[src/rtl/axi_lite_apb_frontend_if.sv]
// axi_lite_apb_frontend_if: AXI4-Lite slave channels plus the APB-master request/status bundle.
// Ports: AW/W/B/AR/R AXI4-Lite channels; STREQ/SWRT/SSEL/SADDR/SWDATA request to the APB master;
//        SRDATA/PENABLE/PREADY/PSLVERR status back from it. slave = front end, master = its environment.
interface axi_lite_apb_frontend_if #(parameter int c_apb_num_slaves = 1);
   logic [31:0]                 S_AXI_AWADDR;
   logic                        S_AXI_AWVALID;
   logic                        S_AXI_AWREADY;
   logic [31:0]                 S_AXI_WDATA;
   logic [3:0]                  S_AXI_WSTRB;
   logic                        S_AXI_WVALID;
   logic                        S_AXI_WREADY;
   logic [1:0]                  S_AXI_BRESP;
   logic                        S_AXI_BVALID;
   logic                        S_AXI_BREADY;
   logic [31:0]                 S_AXI_ARADDR;
   logic                        S_AXI_ARVALID;
   logic                        S_AXI_ARREADY;
   logic [31:0]                 S_AXI_RDATA;
   logic [1:0]                  S_AXI_RRESP;
   logic                        S_AXI_RVALID;
   logic                        S_AXI_RREADY;
   logic                        STREQ;
   logic                        SWRT;
   logic [c_apb_num_slaves-1:0] SSEL;
   logic [31:0]                 SADDR;
   logic [31:0]                 SWDATA;
   logic [31:0]                 SRDATA;
   logic                        PENABLE;
   logic [c_apb_num_slaves-1:0] PREADY;
   logic [c_apb_num_slaves-1:0] PSLVERR;
   modport slave (
      input  S_AXI_AWADDR, S_AXI_AWVALID, S_AXI_WDATA, S_AXI_WSTRB, S_AXI_WVALID, S_AXI_BREADY,
             S_AXI_ARADDR, S_AXI_ARVALID, S_AXI_RREADY, SRDATA, PENABLE, PREADY, PSLVERR,
      output S_AXI_AWREADY, S_AXI_WREADY, S_AXI_BRESP, S_AXI_BVALID, S_AXI_ARREADY,
             S_AXI_RDATA, S_AXI_RRESP, S_AXI_RVALID, STREQ, SWRT, SSEL, SADDR, SWDATA
   );
   modport master (
      output S_AXI_AWADDR, S_AXI_AWVALID, S_AXI_WDATA, S_AXI_WSTRB, S_AXI_WVALID, S_AXI_BREADY,
             S_AXI_ARADDR, S_AXI_ARVALID, S_AXI_RREADY, SRDATA, PENABLE, PREADY, PSLVERR,
      input  S_AXI_AWREADY, S_AXI_WREADY, S_AXI_BRESP, S_AXI_BVALID, S_AXI_ARREADY,
             S_AXI_RDATA, S_AXI_RRESP, S_AXI_RVALID, STREQ, SWRT, SSEL, SADDR, SWDATA
   );
endinterface

[src/rtl/axi_lite_apb_frontend.sv]
// axi_lite_apb_frontend: single-outstanding AXI4-Lite slave that decodes to a one-hot APB select and drives the APB master request.
// Ports: PCLK clock; PRESETn synchronous active-low reset; bus (slave modport) carrying the AXI4-Lite
//        channels, the STREQ/SWRT/SSEL/SADDR/SWDATA request and the SRDATA/PENABLE/PREADY/PSLVERR status.
module axi_lite_apb_frontend #(
   parameter int c_apb_num_slaves = 1
) (
   input logic                    PCLK,
   input logic                    PRESETn,
   axi_lite_apb_frontend_if.slave bus
);
   localparam int N = c_apb_num_slaves;
   typedef enum logic [1:0] {IDLE, XFER, RESP} state_t;
   state_t         state_q, state_d;
   logic           wr_pri_q, wr_pri_d, swrt_q, swrt_d;
   logic [N-1:0]   ssel_q, ssel_d;
   logic [31:0]    saddr_q, saddr_d, swdata_q, swdata_d, rdata_q, rdata_d;
   logic [1:0]     resp_q, resp_d;
   logic           wr_cand, rd_cand, gnt_wr, gnt_rd, dec_err, strb_err, done, slv_err;
   logic [31:0]    addr;
   logic [3:0]     idx;
   always_comb begin
      wr_cand  = bus.S_AXI_AWVALID & bus.S_AXI_WVALID;
      rd_cand  = bus.S_AXI_ARVALID;
      // wr_pri_q set means the last grant was a read, so a write wins a tie
      gnt_wr   = PRESETn & (state_q == IDLE) & wr_cand & (~rd_cand | wr_pri_q);
      gnt_rd   = PRESETn & (state_q == IDLE) & rd_cand & ~gnt_wr;
      addr     = gnt_wr ? bus.S_AXI_AWADDR : bus.S_AXI_ARADDR;
      idx      = addr[15:12];
      dec_err  = {28'd0, idx} >= 32'(N);
      strb_err = gnt_wr & (bus.S_AXI_WSTRB != 4'hF);
      done     = bus.PENABLE & |(bus.PREADY & ssel_q);
      slv_err  = |(bus.PSLVERR & ssel_q);
   end
   always_comb begin
      state_d  = state_q;
      wr_pri_d = wr_pri_q;
      swrt_d   = swrt_q;
      ssel_d   = ssel_q;
      saddr_d  = saddr_q;
      swdata_d = swdata_q;
      rdata_d  = rdata_q;
      resp_d   = resp_q;
      if (gnt_wr | gnt_rd) begin
         // error responses skip the APB transfer entirely
         state_d  = (dec_err | strb_err) ? RESP : XFER;
         wr_pri_d = gnt_rd;
         swrt_d   = gnt_wr;
         saddr_d  = addr;
         swdata_d = gnt_wr ? bus.S_AXI_WDATA : swdata_q;
         rdata_d  = '0;
         resp_d   = dec_err ? 2'b11 : strb_err ? 2'b10 : 2'b00;
         ssel_d   = (dec_err | strb_err) ? '0 : N'(1) << idx;
      end else if (state_q == XFER && done) begin
         state_d  = RESP;
         resp_d   = slv_err ? 2'b10 : 2'b00;
         rdata_d  = (swrt_q | slv_err) ? '0 : bus.SRDATA;
      end else if (state_q == RESP && (swrt_q ? bus.S_AXI_BREADY : bus.S_AXI_RREADY)) begin
         state_d  = IDLE;
         ssel_d   = '0;
      end
   end
   always_ff @(posedge PCLK) begin
      if (!PRESETn) begin
         state_q  <= IDLE;
         wr_pri_q <= 1'b0;
         swrt_q   <= 1'b0;
         ssel_q   <= '0;
         saddr_q  <= '0;
         swdata_q <= '0;
         rdata_q  <= '0;
         resp_q   <= '0;
      end else begin
         state_q  <= state_d;
         wr_pri_q <= wr_pri_d;
         swrt_q   <= swrt_d;
         ssel_q   <= ssel_d;
         saddr_q  <= saddr_d;
         swdata_q <= swdata_d;
         rdata_q  <= rdata_d;
         resp_q   <= resp_d;
      end
   end
   assign bus.S_AXI_AWREADY = gnt_wr;
   assign bus.S_AXI_WREADY  = gnt_wr;
   assign bus.S_AXI_ARREADY = gnt_rd;
   assign bus.S_AXI_BVALID  = (state_q == RESP) & swrt_q;
   assign bus.S_AXI_RVALID  = (state_q == RESP) & ~swrt_q;
   assign bus.S_AXI_BRESP   = resp_q;
   assign bus.S_AXI_RRESP   = resp_q;
   assign bus.S_AXI_RDATA   = rdata_q;
   // dropping STREQ in the done cycle sends the APB master back to Idle instead of a new Setup
   assign bus.STREQ         = (state_q == XFER) & ~done;
   assign bus.SWRT          = swrt_q;
   assign bus.SSEL          = ssel_q;
   assign bus.SADDR         = saddr_q;
   assign bus.SWDATA        = swdata_q;
endmodule

[src/flat_wrapper.sv]
// flat-port wrapper written by rule: the top's interface ports become plain ports
module axi_lite_apb_frontend_flat 
#(
   parameter int c_apb_num_slaves = 1
)
  (PCLK, PRESETn, bus_S_AXI_AWADDR, bus_S_AXI_AWVALID, bus_S_AXI_WDATA, bus_S_AXI_WSTRB, bus_S_AXI_WVALID, bus_S_AXI_BREADY, bus_S_AXI_ARADDR, bus_S_AXI_ARVALID, bus_S_AXI_RREADY, bus_SRDATA, bus_PENABLE, bus_PREADY, bus_PSLVERR, bus_S_AXI_AWREADY, bus_S_AXI_WREADY, bus_S_AXI_BRESP, bus_S_AXI_BVALID, bus_S_AXI_ARREADY, bus_S_AXI_RDATA, bus_S_AXI_RRESP, bus_S_AXI_RVALID, bus_STREQ, bus_SWRT, bus_SSEL, bus_SADDR, bus_SWDATA);
  axi_lite_apb_frontend_if #(.c_apb_num_slaves(c_apb_num_slaves)) bus_i ();
  input logic PCLK;
  input logic PRESETn;
  input wire logic [$bits(bus_i.S_AXI_AWADDR)-1:0] bus_S_AXI_AWADDR;
  input wire logic [$bits(bus_i.S_AXI_AWVALID)-1:0] bus_S_AXI_AWVALID;
  input wire logic [$bits(bus_i.S_AXI_WDATA)-1:0] bus_S_AXI_WDATA;
  input wire logic [$bits(bus_i.S_AXI_WSTRB)-1:0] bus_S_AXI_WSTRB;
  input wire logic [$bits(bus_i.S_AXI_WVALID)-1:0] bus_S_AXI_WVALID;
  input wire logic [$bits(bus_i.S_AXI_BREADY)-1:0] bus_S_AXI_BREADY;
  input wire logic [$bits(bus_i.S_AXI_ARADDR)-1:0] bus_S_AXI_ARADDR;
  input wire logic [$bits(bus_i.S_AXI_ARVALID)-1:0] bus_S_AXI_ARVALID;
  input wire logic [$bits(bus_i.S_AXI_RREADY)-1:0] bus_S_AXI_RREADY;
  input wire logic [$bits(bus_i.SRDATA)-1:0] bus_SRDATA;
  input wire logic [$bits(bus_i.PENABLE)-1:0] bus_PENABLE;
  input wire logic [$bits(bus_i.PREADY)-1:0] bus_PREADY;
  input wire logic [$bits(bus_i.PSLVERR)-1:0] bus_PSLVERR;
  output wire logic [$bits(bus_i.S_AXI_AWREADY)-1:0] bus_S_AXI_AWREADY;
  output wire logic [$bits(bus_i.S_AXI_WREADY)-1:0] bus_S_AXI_WREADY;
  output wire logic [$bits(bus_i.S_AXI_BRESP)-1:0] bus_S_AXI_BRESP;
  output wire logic [$bits(bus_i.S_AXI_BVALID)-1:0] bus_S_AXI_BVALID;
  output wire logic [$bits(bus_i.S_AXI_ARREADY)-1:0] bus_S_AXI_ARREADY;
  output wire logic [$bits(bus_i.S_AXI_RDATA)-1:0] bus_S_AXI_RDATA;
  output wire logic [$bits(bus_i.S_AXI_RRESP)-1:0] bus_S_AXI_RRESP;
  output wire logic [$bits(bus_i.S_AXI_RVALID)-1:0] bus_S_AXI_RVALID;
  output wire logic [$bits(bus_i.STREQ)-1:0] bus_STREQ;
  output wire logic [$bits(bus_i.SWRT)-1:0] bus_SWRT;
  output wire logic [$bits(bus_i.SSEL)-1:0] bus_SSEL;
  output wire logic [$bits(bus_i.SADDR)-1:0] bus_SADDR;
  output wire logic [$bits(bus_i.SWDATA)-1:0] bus_SWDATA;
  assign bus_i.S_AXI_AWADDR = bus_S_AXI_AWADDR;
  assign bus_i.S_AXI_AWVALID = bus_S_AXI_AWVALID;
  assign bus_i.S_AXI_WDATA = bus_S_AXI_WDATA;
  assign bus_i.S_AXI_WSTRB = bus_S_AXI_WSTRB;
  assign bus_i.S_AXI_WVALID = bus_S_AXI_WVALID;
  assign bus_i.S_AXI_BREADY = bus_S_AXI_BREADY;
  assign bus_i.S_AXI_ARADDR = bus_S_AXI_ARADDR;
  assign bus_i.S_AXI_ARVALID = bus_S_AXI_ARVALID;
  assign bus_i.S_AXI_RREADY = bus_S_AXI_RREADY;
  assign bus_i.SRDATA = bus_SRDATA;
  assign bus_i.PENABLE = bus_PENABLE;
  assign bus_i.PREADY = bus_PREADY;
  assign bus_i.PSLVERR = bus_PSLVERR;
  assign bus_S_AXI_AWREADY = bus_i.S_AXI_AWREADY;
  assign bus_S_AXI_WREADY = bus_i.S_AXI_WREADY;
  assign bus_S_AXI_BRESP = bus_i.S_AXI_BRESP;
  assign bus_S_AXI_BVALID = bus_i.S_AXI_BVALID;
  assign bus_S_AXI_ARREADY = bus_i.S_AXI_ARREADY;
  assign bus_S_AXI_RDATA = bus_i.S_AXI_RDATA;
  assign bus_S_AXI_RRESP = bus_i.S_AXI_RRESP;
  assign bus_S_AXI_RVALID = bus_i.S_AXI_RVALID;
  assign bus_STREQ = bus_i.STREQ;
  assign bus_SWRT = bus_i.SWRT;
  assign bus_SSEL = bus_i.SSEL;
  assign bus_SADDR = bus_i.SADDR;
  assign bus_SWDATA = bus_i.SWDATA;
  axi_lite_apb_frontend #(.c_apb_num_slaves(c_apb_num_slaves)) u_core (.PCLK(PCLK), .PRESETn(PRESETn), .bus(bus_i));
endmodule
[config.mk]
export PLATFORM = sky130hd
export DESIGN_NAME = axi_lite_apb_frontend_flat
export DESIGN_NICKNAME = d
export VERILOG_FILES = /design/src/rtl/axi_lite_apb_frontend_if.sv /design/src/rtl/axi_lite_apb_frontend.sv /design/src/flat_wrapper.sv
export SDC_FILE = /design/constraint.sdc
export NUM_CORES = 1
export LEC_CHECK = 0
export CAP_MARGIN = 20
export CORE_MARGIN = 3
export CORE_UTILIZATION = 35
export DETAILED_ROUTE_END_ITERATION = 10
export HOLD_SLACK_MARGIN = 0.02
export PLACE_DENSITY = 0.76
export SLEW_MARGIN = 20
export SYNTH_ARGS = -nofsm -noshare
export SYNTH_HDL_FRONTEND = slang
export SYNTH_SLANG_ARGS = --single-unit
[constraint.sdc]
create_clock -name PCLK -period 3.1 [get_ports PCLK]
set_input_delay 0.62 -clock PCLK [delete_from_list [all_inputs] [get_ports PCLK]]
set_output_delay 0.62 -clock PCLK [all_outputs]
set_load 0.05 [all_outputs]
==> summary.txt <==
Outcome
  – Outcome: complete, no violations

Clock tree
  – # clock sinks: 103
  – Num CTS Buffers: 9
  – CTS H-tree lvls: 3
  – Post-CTS Resized: 0
  – Root Driver: clkbuf_16
  – CTS hold repair buffers: 0
  – TritonCTS clock tree: done
  – Worst-path clk slew: 0.06 ns
  – Setup bufs post-CTS: 0
  – Worst skew pair latency: 0.34 ns
  – Clock Path Buffers: 2

Yosys
  – Mean Syn Cell Area: 8.764 µm²
  – #FFs+latches synth: 103
  – Synth warnings: 0
  – Sequential fraction of the synthesis area: 49.02%
  – Synthesized cell area: 4207 µm²
  – Yosys cell types: 33
  – Syn Nets: 622
  – Cell count after synthesis: 480

Power and ir drop
  – Power density over the cells: 461.4 nW/µm²
  – Static Leakage: 2.668 nW
  – VDD IR max: 262.6 µV

STA
  – Setup ws final: 0.2070 ns
  – Finish-stage setup viols: 0
  – Final slew viol count: 0
  – Worst slew pin tran: 0.6284 ns
  – Fmax: 0.3457 GHz
  – Setup TNS: 0 ns
  – Rel. slew slack: 58.11%
  – Tcrit/Tclk final: 93.32%
  – Final hold violation count: 0
  – Clock skew: 0.009076 ns
  – Final min period: 2.893 ns
  – Unrepaired setup endpoints after global routing: no

Worst setup path
  – Critical path's slowest cell: clkdlybuf4s50_1
  – Worst-path fanout max: 3
  – Critical path depth in cells: 5
  – CP bufs+invs: 3
  – CP Capture Type: primary output
  – WP data arrival: 2.27 ns
  – Worst EP required: 2.48 ns
  – Crit path launch: PRESETn
  – Kind of critical path: input port to primary output
  – CP cell instances: clkdlybuf4s50_1 > or3b_1 > or3_2 > inv_2 > buf_12
  – CP startpoint kind: input port
  – Critical R2R Capture: u_core.bus.S_AXI_BRESP[1]
  – CP peak stage delay: 0.48 ns
  – R2r setup slk: 0.81 ns
  – Critical Path Sink: bus_S_AXI_AWREADY
  – Worst Reg-to-Reg Cells: 6
  – Critical path's top delay family: simple AND/OR/NAND/NOR gates
  – Critical R2R Launch: u_core.state_q[1]

Global route
  – Global-route wire length before repair: 20640 µm
  – Largest net degree at the start of global routing: 60
  – Vias in the first global route: 4159
  – GRT Total Usage: 19.42%
  – GRT overflow: 0
  – Initial antenna violation count: 0

Floorplanning
  – Die Wd: 115.6 µm
  – Core region area: 11560 µm²
  – I/O pin count: 250
  – Starting Density: 36.37%
  – Chip height: 115.6 µm
  – Site row count: 39
  – Die ar.: 13370 µm²

Layout
  – NumNets Final: 854
  – Ant diodes: 0
  – Fillers: 1024
  – Area Overhead vs Synth: 69.19%
  – Share of layout cells above drive strength 1: 4.881%
  – Final instance area: 7117 µm²
  – Final core occ: 61.54%

Route
  – Number of vias per cell: 4.878
  – Via count: 4195
  – WL final: 13480 µm
  – Drt drc: 0
  – DRT iter0 DRCs: 273
  – Drt wl/cell: 15.67 µm
  – DRT Pass-1 Iters: 4
  – Routed Antenna Nets: 0

Min path
  – Hold/Removal Path Class: flip-flop to flip-flop

Placed design
  – Dpl hpwl: 10450 µm
  – Area post-placement: 6827 µm²
  – IO Port Bufs: 249
  – Post-place setup slack: 0.09857 ns
  – GP Congestion: 0.7693

Job
  – Max_cap viols: 0
## stage by stage
| step | hold slack (ns) | power (mW) | cells |
|---|---|---|---|
| after detailed placement | 0.4463 | 2.244 | 844 |
| after global placement | 0.4434 | 2.230 | 844 |
| final | 0.4536 | 3.284 | 860 |
| after CTS | 0.4563 | 3.323 | 860 |
| after global routing | 0.4820 | 3.424 | 860 |
| after floorplan | 0.4941 | 1.870 | 480 |
## cell usage after synthesis
| cell | instances | area share (%) |
|---|---|---|
| nor3b_1 | 2 | 0.36 |
| and2_1 | 33 | 4.9 |
| buf_2 | 8 | 0.95 |
| buf_6 | 3 | 0.80 |
| nand2_1 | 76 | 6.8 |
| inv_2 | 1 | 0.089 |
| nor2_1 | 37 | 3.3 |
| mux2_2 | 1 | 0.27 |
| nand3b_1 | 1 | 0.18 |
| inv_1 | 2 | 0.18 |
| buf_1 | 3 | 0.27 |
| or3_1 | 1 | 0.15 |
| o22ai_1 | 2 | 0.30 |
| nand4_1 | 1 | 0.15 |
| nor2b_1 | 2 | 0.30 |
| and3b_1 | 1 | 0.21 |
| o21ai_0 | 14 | 1.7 |
| mux2i_1 | 61 | 15 |
| o21ai_1 | 21 | 2.5 |
| or4_1 | 2 | 0.36 |
| clkbuf_1 | 20 | 1.8 |
| a31oi_1 | 4 | 0.59 |
| a21oi_1 | 40 | 4.8 |
| nor3_1 | 1 | 0.12 |
| a41o_1 | 1 | 0.24 |
| or3b_1 | 1 | 0.21 |
| nand2b_1 | 1 | 0.15 |
| a2111oi_0 | 1 | 0.21 |
| nand3_1 | 30 | 3.6 |
| o311a_1 | 1 | 0.24 |
| a22oi_1 | 1 | 0.18 |
| buf_4 | 4 | 0.71 |
| dfxtp_1 | 103 | 49 |
## worst register-to-register path, stage by stage (launching register included)
cell	delay, ns
dfxtp_1	0.38
or3b_1	0.43
or3_2	0.47
inv_2	0.15
buf_4	0.40
a21oi_1	0.18
o311a_1	0.16
## sequential cells by signal (all words and copies together), names as in the netlist
signal	count
u_core.bus.SSEL	1
u_core.bus.SWRT	1
u_core.wr_pri_q	1
u_core.bus.S_AXI_BRESP	2
u_core.bus.SADDR	32
u_core.state_q	2
u_core.bus.SWDATA	32
u_core.bus.S_AXI_RDATA	32
## layer usage
metal  vias to the layer above  global-route usage [%]  wire (µm)
met4                         0                   4.872        195
met1                      1932                   21.24       5070
li1                       2079                       -          -
met3                        14                   7.520       1317
met5                         -                       0          0
met2                       170                   35.34       6894
## report_power, final
part           switching, mW  leakage, nW  total, mW  internal (mW)
clock network          0.501        0.129       1.07          0.573
logic                  0.433         1.70      0.783          0.350
registers             0.0387        0.838       1.43           1.39
total                  0.972         2.67       3.28           2.31
## layout by cell type, fill, tap and decap left out, types with 2 or more instances in the layout
cell type        Yosys  routed
a31oi_1              4       4
nor2b_1              2       2
clkbuf_16            0       9
and2_1              33      33
nor2_1              37      36
o21ai_1             21      20
inv_6                0       2
or4_1                2       2
buf_12               0       4
nand3_1             30      30
mux2i_1             61      61
buf_4                4      10
clkinvlp_4           0       3
a21oi_1             40      39
dfxtp_1            103     103
inv_1                2       2
nand2_1             76      76
o21ai_0             14      14
clkdlybuf4s50_1      0     245
o22ai_1              2       2
nor3b_1              2       2
## how the worst min path moves through the flow
stage / startpoint / endpoint / slack [ns] / cells after the start
after floorplan: u_core.wr_pri_q / u_core.wr_pri_q / 0.49 / 2
after global placement: u_core.bus.SWDATA[19] / u_core.bus.SWDATA[19] / 0.44 / 2
after detailed placement: u_core.bus.SWDATA[13] / u_core.bus.SWDATA[13] / 0.45 / 2
after CTS: u_core.bus.SWDATA[13] / u_core.bus.SWDATA[13] / 0.46 / 2
after global routing: u_core.bus.SWDATA[10] / u_core.bus.SWDATA[10] / 0.48 / 2
final: u_core.bus.SWDATA[17] / u_core.bus.SWDATA[17] / 0.45 / 2
## logic make-up (layout without fill, tap and decap cells)
kind of cell / Yosys count / count (layout) / synth area share [%]
AO/OA/AOI/OAI: 85 / 85 / 10.68
buffers and inverters: 41 / 278 / 4.789
flip-flops: 103 / 103 / 49.02
multiplexers: 62 / 62 / 14.78
AND/OR/NAND/NOR: 189 / 189 / 20.73
## layout make-up
type                    instances  area [µm²]  share of cell area (%)
clock buffers                  11       242.7                   3.411
well taps                     143       178.9                   2.514
repair buffers                259        2608                   36.64
flip-flops and latches        103        2062                   28.97
multi-input cells             336        1974                   27.74
inverters                       3       11.26                  0.1582
clock inverters                 5       40.04                  0.5626
Power figures use the tool's default switching activity.
